$ cat config.mk
export PLATFORM = sky130hd
export DESIGN_NAME = pixel_hinterp_2x_flat
export DESIGN_NICKNAME = d
export VERILOG_FILES = /design/src/rtl/pixel_hinterp_2x_pkg.sv /design/src/rtl/pixel_hinterp_2x_if.sv /design/src/rtl/pixel_hinterp_2x_avg.sv /design/src/rtl/pixel_hinterp_2x.sv /design/src/flat_wrapper.sv
export SDC_FILE = /design/constraint.sdc
export NUM_CORES = 1
export LEC_CHECK = 0
export ABC_AREA = 1
export BUFFER_PORTS_ARGS = -buffer_cell sky130_fd_sc_hd__buf_2
export CORE_MARGIN = 4
export CORE_UTILIZATION = 57
export DETAILED_ROUTE_END_ITERATION = 16
export GPL_ROUTABILITY_DRIVEN = 0
export GPL_TIMING_DRIVEN = 0
export PLACE_DENSITY = 0.81
export SLEW_MARGIN = 20
export SYNTH_ARGS = -nofsm -noshare
export SYNTH_HDL_FRONTEND = slang
export SYNTH_SLANG_ARGS = --single-unit
$ cat constraint.sdc
create_clock -name clk -period 1.7 [get_ports clk]
set_input_delay 0.085 -clock clk [delete_from_list [all_inputs] [get_ports clk]]
set_output_delay 0.085 -clock clk [all_outputs]
set_load 0.02 [all_outputs]
$ cat src/rtl/pixel_hinterp_2x_pkg.sv
// Shared types and defaults for the horizontal 2x interpolator.
// Pixels are packed channel vectors, channel 0 in the LSBs.
package pixel_pkg;

  localparam int CHANNELS_DEF = 3;
  localparam int CH_W_DEF     = 8;
  localparam int PIX_W_DEF    = CHANNELS_DEF * CH_W_DEF;

  typedef enum logic {
    PH_ORIG,
    PH_MID
  } phase_t;

  function automatic int pix_w(
    input int channels,
    input int ch_w
  );
    return channels * ch_w;
  endfunction

endpackage

$ cat src/rtl/pixel_hinterp_2x_if.sv
// Pixel stream bundle around the interpolator: upstream s_* side
// and downstream m_* side, each with valid/ready and a line marker.
interface pixel_hinterp_2x_if
  import pixel_pkg::*;
#(
  parameter int PIX_W = PIX_W_DEF
) ();

  logic [PIX_W-1:0] s_pixel;
  logic             s_valid;
  logic             s_last;
  logic             s_ready;

  logic [PIX_W-1:0] m_pixel;
  logic             m_valid;
  logic             m_last;
  logic             m_ready;

  modport slave (
    input  s_pixel,
    input  s_valid,
    input  s_last,
    output s_ready,
    output m_pixel,
    output m_valid,
    output m_last,
    input  m_ready
  );

  modport master (
    output s_pixel,
    output s_valid,
    output s_last,
    input  s_ready,
    input  m_pixel,
    input  m_valid,
    input  m_last,
    output m_ready
  );

endinterface

$ cat src/rtl/pixel_hinterp_2x_avg.sv
// Per-channel average of two packed pixels, truncating or
// rounding half up; channels never carry into each other.
module pixel_average_rnd
  import pixel_pkg::*;
#(
  parameter int CHANNELS = CHANNELS_DEF,
  parameter int CH_W     = CH_W_DEF,
  parameter int ROUND    = 0
) (
  input  logic [CHANNELS*CH_W-1:0] a,
  input  logic [CHANNELS*CH_W-1:0] b,
  output logic [CHANNELS*CH_W-1:0] avg
);

  // The +1 bias fits in the extra sum bit, so no overflow.
  localparam logic [CH_W:0] BIAS =
    (CH_W+1)'((ROUND != 0) ? 1 : 0);

  for (genvar c = 0; c < CHANNELS; c++) begin : g_ch
    logic [CH_W:0] sum;

    // Widen by one bit, add, then drop the LSB.
    assign sum = {1'b0, a[c*CH_W +: CH_W]}
               + {1'b0, b[c*CH_W +: CH_W]}
               + BIAS;
    assign avg[c*CH_W +: CH_W] = CH_W'(sum >> 1);
  end

endmodule

$ cat src/rtl/pixel_hinterp_2x.sv
// Streaming horizontal 2x interpolator: each input pixel is
// followed by its average with the right neighbour (or itself).
module pixel_hinterp_2x
  import pixel_pkg::*;
#(
  parameter int CHANNELS = CHANNELS_DEF,
  parameter int CH_W     = CH_W_DEF,
  parameter int ROUND    = 0
) (
  input logic               clk,
  input logic               rst,
  pixel_hinterp_2x_if.slave bus
);

  localparam int PIX_W = pix_w(CHANNELS, CH_W);

  logic [PIX_W-1:0] h_pix;
  logic             h_vld;
  logic             h_last;
  logic [PIX_W-1:0] n_pix;
  logic             n_vld;
  logic             n_last;
  phase_t           phase;

  logic [PIX_W-1:0] avg_pix;
  logic [PIX_W-1:0] m_pix;
  logic             m_vld;
  logic             m_lst;
  logic             is_orig;
  logic             is_dup;
  logic             is_avg;
  logic             s_fire;
  logic             m_fire;
  logic             shift;
  logic             h_free;

  pixel_average_rnd #(
    .CHANNELS (CHANNELS),
    .CH_W     (CH_W),
    .ROUND    (ROUND)
  ) u_avg (
    .a   (h_pix),
    .b   (n_pix),
    .avg (avg_pix)
  );

  assign is_orig = (phase == PH_ORIG);
  assign is_dup  = !is_orig && h_last;
  assign is_avg  = !is_orig && !h_last;

  // Output decode from registers only; no path from m_ready.
  always_comb begin
    m_pix = h_pix;
    m_vld = 1'b0;
    m_lst = 1'b0;
    unique case (1'b1)
      is_orig: m_vld = h_vld;
      is_dup: begin
        m_vld = 1'b1;
        m_lst = 1'b1;
      end
      is_avg: begin
        m_vld = n_vld;
        m_pix = avg_pix;
      end
      default: m_vld = 1'b0;
    endcase
  end

  assign bus.m_pixel = m_pix;
  assign bus.m_valid = m_vld;
  assign bus.m_last  = m_lst;
  assign bus.s_ready = !n_vld;

  assign s_fire = bus.s_valid && !n_vld;
  assign m_fire = m_vld && bus.m_ready;
  assign shift  = m_fire && !is_orig;
  // H is free if the shift empties it or it is already empty.
  assign h_free = shift ? !n_vld : !h_vld;

  // Phase walk, H/N shift, and capture of the incoming pixel.
  always_ff @(posedge clk) begin
    if (rst) begin
      phase  <= PH_ORIG;
      h_pix  <= '0;
      h_vld  <= 1'b0;
      h_last <= 1'b0;
      n_pix  <= '0;
      n_vld  <= 1'b0;
      n_last <= 1'b0;
    end else begin
      if (m_fire) begin
        phase <= is_orig ? PH_MID : PH_ORIG;
      end
      if (shift) begin
        h_pix  <= n_pix;
        h_vld  <= n_vld;
        h_last <= n_last;
        n_vld  <= 1'b0;
      end
      if (s_fire) begin
        if (h_free) begin
          h_pix  <= bus.s_pixel;
          h_vld  <= 1'b1;
          h_last <= bus.s_last;
        end else begin
          n_pix  <= bus.s_pixel;
          n_vld  <= 1'b1;
          n_last <= bus.s_last;
        end
      end
    end
  end

endmodule

$ cat src/flat_wrapper.sv
// flat-port wrapper written by rule: the top's interface ports become plain ports
module pixel_hinterp_2x_flat import pixel_pkg::*;
#(
  parameter int CHANNELS = CHANNELS_DEF,
  parameter int CH_W     = CH_W_DEF,
  parameter int ROUND    = 0
)
  (clk, rst, bus_s_pixel, bus_s_valid, bus_s_last, bus_s_ready, bus_m_pixel, bus_m_valid, bus_m_last, bus_m_ready);
  pixel_hinterp_2x_if #(.PIX_W(24)) bus_i ();
  input logic clk;
  input logic rst;
  input wire logic [$bits(bus_i.s_pixel)-1:0] bus_s_pixel;
  input wire logic [$bits(bus_i.s_valid)-1:0] bus_s_valid;
  input wire logic [$bits(bus_i.s_last)-1:0] bus_s_last;
  output wire logic [$bits(bus_i.s_ready)-1:0] bus_s_ready;
  output wire logic [$bits(bus_i.m_pixel)-1:0] bus_m_pixel;
  output wire logic [$bits(bus_i.m_valid)-1:0] bus_m_valid;
  output wire logic [$bits(bus_i.m_last)-1:0] bus_m_last;
  input wire logic [$bits(bus_i.m_ready)-1:0] bus_m_ready;
  assign bus_i.s_pixel = bus_s_pixel;
  assign bus_i.s_valid = bus_s_valid;
  assign bus_i.s_last = bus_s_last;
  assign bus_s_ready = bus_i.s_ready;
  assign bus_m_pixel = bus_i.m_pixel;
  assign bus_m_valid = bus_i.m_valid;
  assign bus_m_last = bus_i.m_last;
  assign bus_i.m_ready = bus_m_ready;
  pixel_hinterp_2x #(.CHANNELS(CHANNELS), .CH_W(CH_W), .ROUND(ROUND)) u_core (.clk(clk), .rst(rst), .bus(bus_i));
endmodule
# Word level (Yosys, flattened, before mapping)
# Cells that the tools add are included.
# word_totals
register_bits,53
inputBits,29
output_inout_bits,27
wordCells,38
# classes
addsub,3
mux,17
bitwise,2
n_reduce_logical,9
# ops
op,n
$mux 24,4
$add 8x8->9,3
$mux 1,12
$logic_and 1x1->1,5
$logic_not 1->1,3
$pmux 1 s3,1
$not 1->1,2
$reduce_and 2->1,1

# Depth between registers and ports, before layout
# Gate-level depths: netlist (run 1).
# logic_depth
depth_word,8
mapped_depth,10
mapped_depth_nobuf,9

# Hierarchy
# A second synthesis (run 1) with hierarchy kept.
# unflattened
hier_cells,555
hier_area_um2,3661.0
# modules_own_cells
mod,instances,cells_each,area_each_um2,seq_area_each_um2
pixel_hinterp_2x,1,370,2633.8,1061.0
pixel_average_rnd,1,185,1027.2,0.0

# Least setup slack after synthesis (run 1)
# OpenSTA, ideal clock, no wires.
# synth_path
path_kind,flip-flop to output port
from,register u_core.h_pix[0]
to,output port bus_m_pixel[5]
arrival_time_ns,1.700
required_ns,1.615
slack_ns,-0.085
path_stages_with_launch,9
n_path_buf,0
cell_sequence,dfxtp_1 nand2_1 inv_1 fa_1 nand3_1 nand3_1 a21oi_1 o21ai_0 o21ai_0
# synth_via
elab_chain_len,2
# synth_lines
item,line_no,source
from (decl),pixel_hinterp_2x.sv:17,logic [PIX_W-1:0] h_pix;
from (signal assigned),pixel_hinterp_2x.sv:96,h_pix <= n_pix;
from (signal assigned),pixel_hinterp_2x.sv:103,h_pix <= bus.s_pixel;
$add 8x8->9,pixel_hinterp_2x_avg.sv:24,"+ {1'b0, b[c*CH_W +: CH_W]}"
$mux 24,pixel_hinterp_2x.sv:56,unique case (1'b1)
to (decl),flat_wrapper.sv:16,output wire logic [$bits(bus_i.m_pixel)-1:0] bus_m_pixel;
# No other way between the ends.

# Worst setup path after layout (run 1)
# layout_path
from,register u_core.n_pix[8]
to,output port bus_m_pixel[13]
# layout_via
elab_chain_len,2
# layout_lines
item,line_no,source
from (decl),pixel_hinterp_2x.sv:20,logic [PIX_W-1:0] n_pix;
from (signal assigned),pixel_hinterp_2x.sv:107,n_pix <= bus.s_pixel;
$add 8x8->9,pixel_hinterp_2x_avg.sv:24,
$mux 24,pixel_hinterp_2x.sv:56,
# No other way between the ends.

==> flow_metrics.py, run 1 <==
metrics = {
    "status": {
        "status": "complete, but fails checks",
        "violations": "negative setup slack",
    },
    "clock_network": {
        "cts_tree": "yes",
        "cts.sinks": 53,
        "cts_buffers": 5,
        "cts-root-buf": "clkbuf_8",
        "clk_path_buf_depth": 2,
        "clk_pin_slew_ns": 0.10,
        "cts-htree-levels": 2,
        "clk_latency_ns": 0.31,
    },
    "place": {
        "place_area_um2": 3930,
        "dp_hpwl_um": 7180,
        "port-buffer-count": 55,
        "placedCellCount": 710,
    },
    "worst_setup_path": {
        "cp_cell_sequence": "nand2_2 > inv_2 > fa_2 > nand3_2 > nand3_4 > a21oi_2 > o21ai_1 > o21ai_1 > buf_4",
        "required_ns": 1.62,
        "cpPeakStageDelay_ns": 0.38,
        "cp_slowest_cell": "fa_2",
        "crit_path_end_kind": "primary output",
        "worstSetupStartpoint": "u_core.n_pix[8]$_SDFFE_PP0P_",
        "cp-start-kind": "register",
        "r2r_start": "u_core.phase$_SDFFE_PP0P_",
        "arrival_ns": 1.85,
        "path_max_fanout": 3,
        "crit_type": "reg2out",
        "cpMostUsedCell": "o21ai_1",
    },
    "global_route": {
        "grt_max_degree": 16,
        "grt_pass1_vias": 3821,
        "grt_pass1_wl_um": 17900,
        "antenna_found_initial": 0,
        "grt_overflow": 0,
        "grt.total_usage": 0.298,
    },
    "timing": {
        "fin_crit_ns": 1.93,
        "fin_crit_sh": 1.14,
        "finalSetupViolCount": 20,
        "finClkSkew_ns": 0.00639,
        "worst_pin_slew_ns": 0.530,
        "rsz0062_at_grt": "true",
        "setup_ws_ns": -0.232,
        "report.final.slew_viol_count": 0,
        "slew_headroom": 0.647,
        "max_freq_mhz": 518,
        "finalHoldViolCount": 0,
    },
    "finish": {
        "drive_above_1_share": 0.323,
        "fin_util": 0.817,
        "final_cell_count_no_fill": 750,
        "stdcell_area_um2": 4900,
        "areaGrowthSynthToFinish_pct": 37.7,
        "n_antenna_cell": 0,
        "layout.nets": 727,
    },
    "power_and_ir_drop": {
        "vdd_drop_max_mv": 0.557,
        "power.total_w": 0.00360,
        "powerDensity_nw_per_um2": 735,
        "p_leak_nw": 2.46,
    },
    "logic_synthesis": {
        "synthTopCellsByCount": "168 x nand2_1, 102 x nor2_1, 66 x inv_1",
        "yosysTopAreaCellShare": 0.298,
        "synth_edf_count": 0,
        "asyncSetResetFlopFracSynth": 0,
        "yosysWarnings": 0,
        "synth_area_leaders": "dfxtp_1 30%, nand2_1 18%, nor2_1 11%, ha_1 7.4%, inv_1 7.0%",
        "avgSynthCellArea_um2": 6.13,
        "ys_seq_elements": 53,
        "syn_area_um2": 3560,
        "synthFlopType": "dfxtp_1",
        "synth_cells": 580,
        "syn_nets": 633,
        "yosysTopAreaCell": "dfxtp_1",
        "yosys.cell_count.top_type": "nand2_1",
        "seq_area_frac_synth": 0.298,
        "ys_types": 27,
    },
    "routing": {
        "drcViolationCount": 0,
        "drt-wirelength-per-cell_um": 15.3,
        "ant_nets": 0,
        "vias": 4161,
        "drt_iter0_drc": 393,
        "vias_per_cell": 5.55,
        "first_pass_iters": 5,
        "wl_um": 11500,
    },
    "floorplan": {
        "die_area_um2": 7570,
        "core_um2": 5990,
        "initial_core_util": 0.594,
        "rows": 28,
        "die_width_um": 87.0,
        "boundaryPins": 56,
        "die_y_um": 87.0,
    },
    "min_path": {
        "hp-class": "in2reg",
        "min_from": "bus_s_pixel[1]",
    },
    "job": {
        "cap_violations": 0,
    },
}
## timing repair
action                                  in CTS  in global routing
buffers inserted                            24                  7
endpoints found under the setup margin      24                 67
pin swaps                                   30                 27
cloned                                       1                  0
resized for setup                          133                 60
hold endpoints to repair                     1                  0
hold buffers                                 1                  0
## cells in the final DEF (no fill, tap or decap), types with 4 or more instances in the layout
cell type and instances:
o21ai_0 24, a21oi_2 6, buf_4 47, a21oi_4 4, dfxtp_2 27, nand2_2 12, inv_2 9, ha_4 14
nand4_1 9, ha_1 6, a21oi_1 6, buf_2 37, nor2_1 101, nand2_1 154, o21ai_1 36, clkbuf_8 7
nand3_2 12, inv_1 60, dfxtp_1 22, nand3_1 18, buf_6 14, dfxtp_4 4
## path summary, 6_finish.rpt
| check | end | slack, ns | cells after the start |
|---|---|---|---|
| worst min register to register | u_core.n_vld$_SDFF_PP0_ | 0.49 | 2 |
| worst max-delay path | bus_m_pixel[13] | -0.23 | 9 |
| worst max register to register | u_core.h_pix[18]$_SDFF_PP0_ | 0.05 | 10 |
| worst min-delay path | u_core.n_pix[1]$_SDFFE_PP0P_ | 0.003 | 3 |
## sequential cells by signal, summed over array words and instances, names as in the netlist
name	count
u_core.n_last	1
u_core.h_vld	1
u_core.h_pix	24
u_core.n_pix	24
u_core.h_last	1
u_core.n_vld	1
u_core.phase	1
## cell type report
cell class | instances | area (um2)
multi-input cells | 433 | 2550
flip-flops and latches | 53 | 1110
fillers | 374 | 1090
repair buffers | 87 | 622
inverters | 69 | 259
plain buffers | 25 | 178
well taps | 75 | 93.8
clock buffers | 6 | 72.6
clock inverters | 2 | 10.0
## kinds of logic after synthesis
| kind of cell | count (synthesis) | share of synthesized area |
|---|---|---|
| simple gates | 319 | 0.367 |
| buf+inv | 94 | 0.109 |
| compound gates | 84 | 0.121 |
| flops | 53 | 0.298 |
| fa+ha+maj | 24 | 0.0908 |
| xor+xnor | 6 | 0.0148 |
## through the flow
stage                     setup TNS [ns]  hold slack, ns  worst slack, ns
after floorplan                        0           0.154           0.0622
final                              -2.11         0.00297           -0.232
after global placement             -1.24           0.259           -0.130
after detailed placement           -1.81           0.262           -0.152
after global routing               -3.75          0.0128           -0.340
after CTS                          -1.73         0.00317           -0.272
## critical path, delay by kind of cell (launching register included)
family / cells / cell delay (ns)
AOI/OAI and AO/OA: 3 / 0.35
adders and majority gates: 1 / 0.38
buffers and inverters: 2 / 0.20
DFF: 1 / 0.33
and+or+nand+nor: 3 / 0.28
## where the power goes
| part | internal, W | leakage (nW) | switching [W] |
|---|---|---|---|
| registers | 0.00136 | 0.449 | 0.000119 |
| clock network | 0.000287 | 0.0450 | 0.000432 |
| logic | 0.000598 | 1.96 | 0.000798 |
| total | 0.00225 | 2.46 | 0.00135 |
## per-layer routing
layer | global-route usage | share of wire | up-vias
met2 | 0.532 | 0.49 | 190
met4 | 0.0793 | 0.020 | 0
li1 | - | - | 2010
met1 | 0.374 | 0.41 | 1935
met3 | 0.0397 | 0.079 | 26
met5 | 0 | 0 | -
(Power assumes the default switching activity.)
==> inputs of run 2 (changes only) <==
Settings changed: CORE_UTILIZATION 57 to 50, PLACE_DENSITY 0.81 to 0.73.
==> flow_metrics.py, run 2 (synthesis results as in run 1) <==
metrics = {
    "finish": {
        "largest_registers": "u_core.h_pix x24, u_core.n_pix x24",
        "areaGrowthSynthToFinish_pct": 39.1,
        "multiInputGateArea_um2": 2590,
        "layout.nets": 719,
        "layout_common_cells": "152 x nand2_1, 102 x nor2_1, 58 x inv_1",
        "fillers": 558,
        "ff_latch_area_um2": 1110,
        "n_antenna_cell": 0,
        "layout_commonest_cell": "nand2_1",
        "drive_above_1_share": 0.328,
    },
    "worst_setup_path": {
        "crit_type": "reg2out",
        "crit_path_end_kind": "primary output",
        "cpPeakStageDelay_ns": 0.39,
        "cp_slowest_cell": "fa_2",
        "path_max_fanout": 3,
        "required_ns": 1.62,
        "cp_cell_sequence": "nand2_2 > inv_2 > fa_2 > nand3_2 > nand3_4 > a21oi_4 > and2_4 > o21ai_2 > buf_6",
        "cp-start-kind": "register",
        "arrival_ns": 1.87,
    },
    "floorplan": {
        "rows": 30,
        "die_y_um": 92.3,
        "boundaryPins": 56,
        "die_width_um": 92.3,
        "die_area_um2": 8520,
        "initial_core_util": 0.518,
        "core_um2": 6870,
    },
    "place": {
        "dp_hpwl_um": 7090,
        "port-buffer-count": 55,
    },
    "clock_network": {
        "clk_latency_ns": 0.32,
        "cts_buffers": 5,
        "cts-root-buf": "clkbuf_8",
        "cts.sinks": 53,
        "clk_pin_slew_ns": 0.09,
        "cts-htree-levels": 2,
        "cts_tree": "yes",
        "clk_path_buf_depth": 2,
    },
    "routing": {
        "wl_um": 11200,
        "drt_iter0_drc": 300,
        "drcViolationCount": 0,
        "vias": 3983,
        "vias_per_cell": 5.22,
        "drt-wirelength-per-cell_um": 14.7,
        "ant_nets": 0,
        "first_pass_iters": 5,
    },
    "timing": {
        "finalHoldViolCount": 0,
        "report.final.slew_viol_count": 0,
        "fin_crit_sh": 1.15,
        "slew_headroom": 0.621,
        "fin_crit_ns": 1.95,
        "max_freq_mhz": 512,
        "finClkSkew_ns": 0.0148,
        "whs_ns": 0.00388,
        "setup_ws_ns": -0.252,
        "finalSetupViolCount": 17,
        "rsz0062_at_grt": "true",
        "worst_pin_slew_ns": 0.569,
    },
    "power_and_ir_drop": {
        "power.total_w": 0.00365,
        "p_leak_nw": 2.45,
        "powerDensity_nw_per_um2": 737,
        "vdd_drop_max_mv": 0.471,
    },
    "global_route": {
        "grt_overflow": 0,
        "antenna_found_initial": 0,
        "grt_pass1_vias": 3842,
        "grt_max_degree": 17,
        "grt.total_usage": 0.258,
        "grt_pass1_wl_um": 17800,
    },
    "status": {
        "violations": "negative setup slack",
        "status": "complete, but fails checks",
    },
    "min_path": {
        "hp-class": "in2reg",
    },
    "job": {
        "cap_violations": 0,
    },
}
run 2: path summary, 6_finish.rpt:
check                                from                            to  slack (ns)  depth (start not counted)
min                        bus_s_pixel[1]  u_core.n_pix[1]$_SDFFE_PP0P_       0.004                          3
max          u_core.n_pix[0]$_SDFFE_PP0P_                bus_m_pixel[5]       -0.25                          9
max reg2reg     u_core.phase$_SDFFE_PP0P_   u_core.h_pix[10]$_SDFF_PP0_        0.09                         10
min reg2reg       u_core.n_vld$_SDFF_PP0_       u_core.n_vld$_SDFF_PP0_        0.48                          2
run 2: where the power goes:
| part | total (W) | leakage [nW] | internal (W) | switching (W) |
|---|---|---|---|---|
| Combinational | 0.00141 | 1.95 | 0.000610 | 0.000798 |
| Sequential | 0.00148 | 0.449 | 0.00136 | 0.000119 |
| Clock | 0.000757 | 0.0512 | 0.000331 | 0.000426 |
run 2: area by class of cell:
| type | instances | share of cell area |
|---|---|---|
| well taps | 96 | 0.0243 |
| plain buffers | 25 | 0.0379 |
| clock inverters | 2 | 0.00278 |
| multi-input cells | 433 | 0.524 |
| clock buffers | 6 | 0.0167 |
| repair buffers | 79 | 0.117 |
| inverters | 69 | 0.0524 |
| flip-flops and latches | 53 | 0.225 |
run 2: metrics by stage:
| step | setup WS (ns) | cells | setup TNS [ns] | instance area, um2 | utilization |
|---|---|---|---|---|---|
| 2_1_floorplan | 0.0622 | 580 | 0 | 3560 | - |
| 3_5_place_dp | -0.176 | 731 | -2.29 | 3950 | 0.575 |
| 4_1_cts | -0.280 | 758 | -1.74 | 4670 | 0.680 |
| 5_1_grt | -0.336 | 763 | -4.38 | 4950 | 0.720 |
| 3_3_place_gp | -0.140 | 731 | -1.95 | 3950 | 0.575 |
| 6_report | -0.252 | 763 | -2.48 | 4950 | 0.720 |
run 2: repair_timing:
action / in CTS / in global routing
setup buffers: 18 / 5
endpoints found under the hold margin: 1 / 0
gates resized for setup: 128 / 86
pin swaps: 28 / 42
endpoints found under the setup margin: 24 / 56
hold buffers: 1 / 0
run 2: per-layer routing:
layer | vias to the layer above | track usage | part of all wire
met5 | - | 0 | 0
met4 | 0 | 0.0941 | 0.018
met3 | 22 | 0.0455 | 0.054
met2 | 126 | 0.444 | 0.50
met1 | 1840 | 0.321 | 0.43
li1 | 1995 | - | -
run 2: critical path: cells and delay by family, from the launching register on:
| family | cells | cell delay, ns |
|---|---|---|
| AND/OR/NAND/NOR | 4 | 0.44 |
| adder cells (fa/ha/maj) | 1 | 0.39 |
| flip-flops | 1 | 0.34 |
| AO/OA/AOI/OAI | 2 | 0.21 |
| buffers and inverters | 2 | 0.17 |
==> inputs of run 3 (changes only) <==
Clock period 1.7 ns to 1.8 ns, I/O delays scaled along.
==> flow_metrics.py, run 3 (synthesis results as in run 1) <==
metrics = {
    "status": {
        "status": "complete, but fails checks",
        "violations": "negative hold slack, negative setup slack",
    },
    "worst_setup_path": {
        "arrival_ns": 1.82,
        "crit_type": "reg2out",
        "path_max_fanout": 3,
        "cp-start-kind": "register",
        "crit_path_end_kind": "primary output",
        "required_ns": 1.71,
    },
    "floorplan": {
        "core_um2": 6870,
        "die_y_um": 92.3,
        "initial_core_util": 0.518,
        "die_area_um2": 8520,
        "die_width_um": 92.3,
        "boundaryPins": 56,
        "rows": 30,
    },
    "finish": {
        "final_cell_count_no_fill": 764,
        "layout_common_cells": "158 x nand2_1, 102 x nor2_1, 59 x inv_1",
        "multiInputGateArea_um2": 2530,
        "fillers": 591,
        "ff_latch_area_um2": 1100,
        "areaGrowthSynthToFinish_pct": 36.0,
        "drive_above_1_share": 0.304,
        "largest_registers": "u_core.h_pix x24, u_core.n_pix x24",
        "layout_commonest_cell": "nand2_1",
        "n_antenna_cell": 0,
        "layout.nets": 720,
    },
    "timing": {
        "fin_crit_sh": 1.06,
        "slew_headroom": 0.611,
        "rsz0062_at_grt": "true",
        "worst_pin_slew_ns": 0.584,
        "setup_ws_ns": -0.114,
        "whs_ns": -0.000171,
        "finalHoldViolCount": 1,
        "finClkSkew_ns": 0.0110,
        "fin_crit_ns": 1.91,
        "max_freq_mhz": 522,
        "finalSetupViolCount": 14,
        "report.final.slew_viol_count": 0,
    },
    "routing": {
        "drcViolationCount": 0,
        "vias": 4011,
        "ant_nets": 0,
        "first_pass_iters": 5,
        "drt-wirelength-per-cell_um": 14.7,
        "vias_per_cell": 5.25,
        "drt_iter0_drc": 228,
        "wl_um": 11200,
    },
    "global_route": {
        "grt_pass1_vias": 3678,
        "grt_max_degree": 16,
        "grt_pass1_wl_um": 17000,
        "grt_overflow": 0,
        "antenna_found_initial": 0,
        "grt.total_usage": 0.248,
    },
    "power_and_ir_drop": {
        "power.total_w": 0.00352,
        "powerDensity_nw_per_um2": 727,
        "p_leak_nw": 2.43,
        "vdd_drop_max_mv": 0.487,
    },
    "job": {
        "cap_violations": 0,
    },
    "clock_network": {
        "clk_path_buf_depth": 2,
        "cts_buffers": 5,
        "cts.sinks": 53,
        "cts-root-buf": "clkbuf_8",
        "cts_tree": "yes",
        "clk_latency_ns": 0.32,
        "clk_pin_slew_ns": 0.10,
        "cts-htree-levels": 2,
    },
    "place": {
        "port-buffer-count": 55,
        "dp_hpwl_um": 7080,
        "placedCellCount": 731,
    },
    "min_path": {
        "hp-class": "in2reg",
    },
}
## run 3: changes by cell type in the layout (fill, tap and decap cells not counted), moves of 3 or more
cell	delta
buf_2	+13
buf_6	-7
clkbuf_1	+3
clkbuf_4	-3
nand2_1	+6
nand2_2	-6
o21ai_0	+3
## run 3: power breakdown
part           switching, W  internal [W]
Clock              0.000405      0.000454
Sequential         0.000112       0.00129
Combinational      0.000727      0.000533
## run 3: cell type report
| cell class | count | share of cell area |
|---|---|---|
| buffer | 25 | 0.0339 |
| clock buffer | 7 | 0.0179 |
| clock inverter | 1 | 0.00621 |
| inverter | 69 | 0.0541 |
| multi-input combinational | 433 | 0.523 |
| sequential | 53 | 0.228 |
| tap | 96 | 0.0248 |
| timing repair buffer | 80 | 0.112 |
## run 3: per-stage QoR
| step | utilization | setup WS [ns] | area, um2 | TNS, ns |
|---|---|---|---|---|
| final | 0.704 | -0.114 | 4830 | -0.720 |
| after global routing | 0.704 | -0.233 | 4830 | -2.27 |
| after CTS | 0.653 | -0.174 | 4490 | -0.801 |
| after detailed placement | 0.575 | -0.0748 | 3950 | -0.383 |
| after global placement | 0.575 | -0.0779 | 3950 | -0.432 |
| after floorplan | - | 0.0102 | 3560 | 0 |
## run 3: routing by layer
| metal | up-vias | global-route usage | wire length [um] |
|---|---|---|---|
| li1 | 1995 | - | - |
| met5 | - | 0 | 0 |
| met3 | 26 | 0.0390 | 662 |
| met2 | 136 | 0.433 | 5560 |
| met4 | 0 | 0.111 | 322 |
| met1 | 1854 | 0.300 | 4660 |
## run 3: worst paths after layout
check / slack [ns] / startpoint / to / cells after the start
worst max-delay path: -0.11 / u_core.h_pix[8]$_SDFF_PP0_ / bus_m_pixel[13] / 9
worst min-delay path: -0.0002 / bus_s_pixel[1] / u_core.n_pix[1]$_SDFFE_PP0P_ / 3
worst max register to register: 0.13 / u_core.phase$_SDFFE_PP0P_ / u_core.h_pix[20]$_SDFF_PP0_ / 8
worst min register to register: 0.50 / u_core.n_vld$_SDFF_PP0_ / u_core.n_vld$_SDFF_PP0_ / 2
## run 3: worst max-delay path, cell delays in order, from the launching register on
cell,delay [ns]
dfxtp_2,0.35
nand2_2,0.07
inv_2,0.04
fa_2,0.35
nand3_2,0.11
nand3_4,0.09
a21oi_2,0.14
o21ai_1,0.07
o21ai_1,0.14
buf_4,0.16
## run 3: timing repair
item | in CTS | in global routing
hold buffers | 1 | 0
resized for setup | 102 | 69
hold endpoints to repair | 1 | 0
buffers inserted | 13 | 11
pin swaps | 24 | 27
endpoints found under the setup margin | 24 | 24
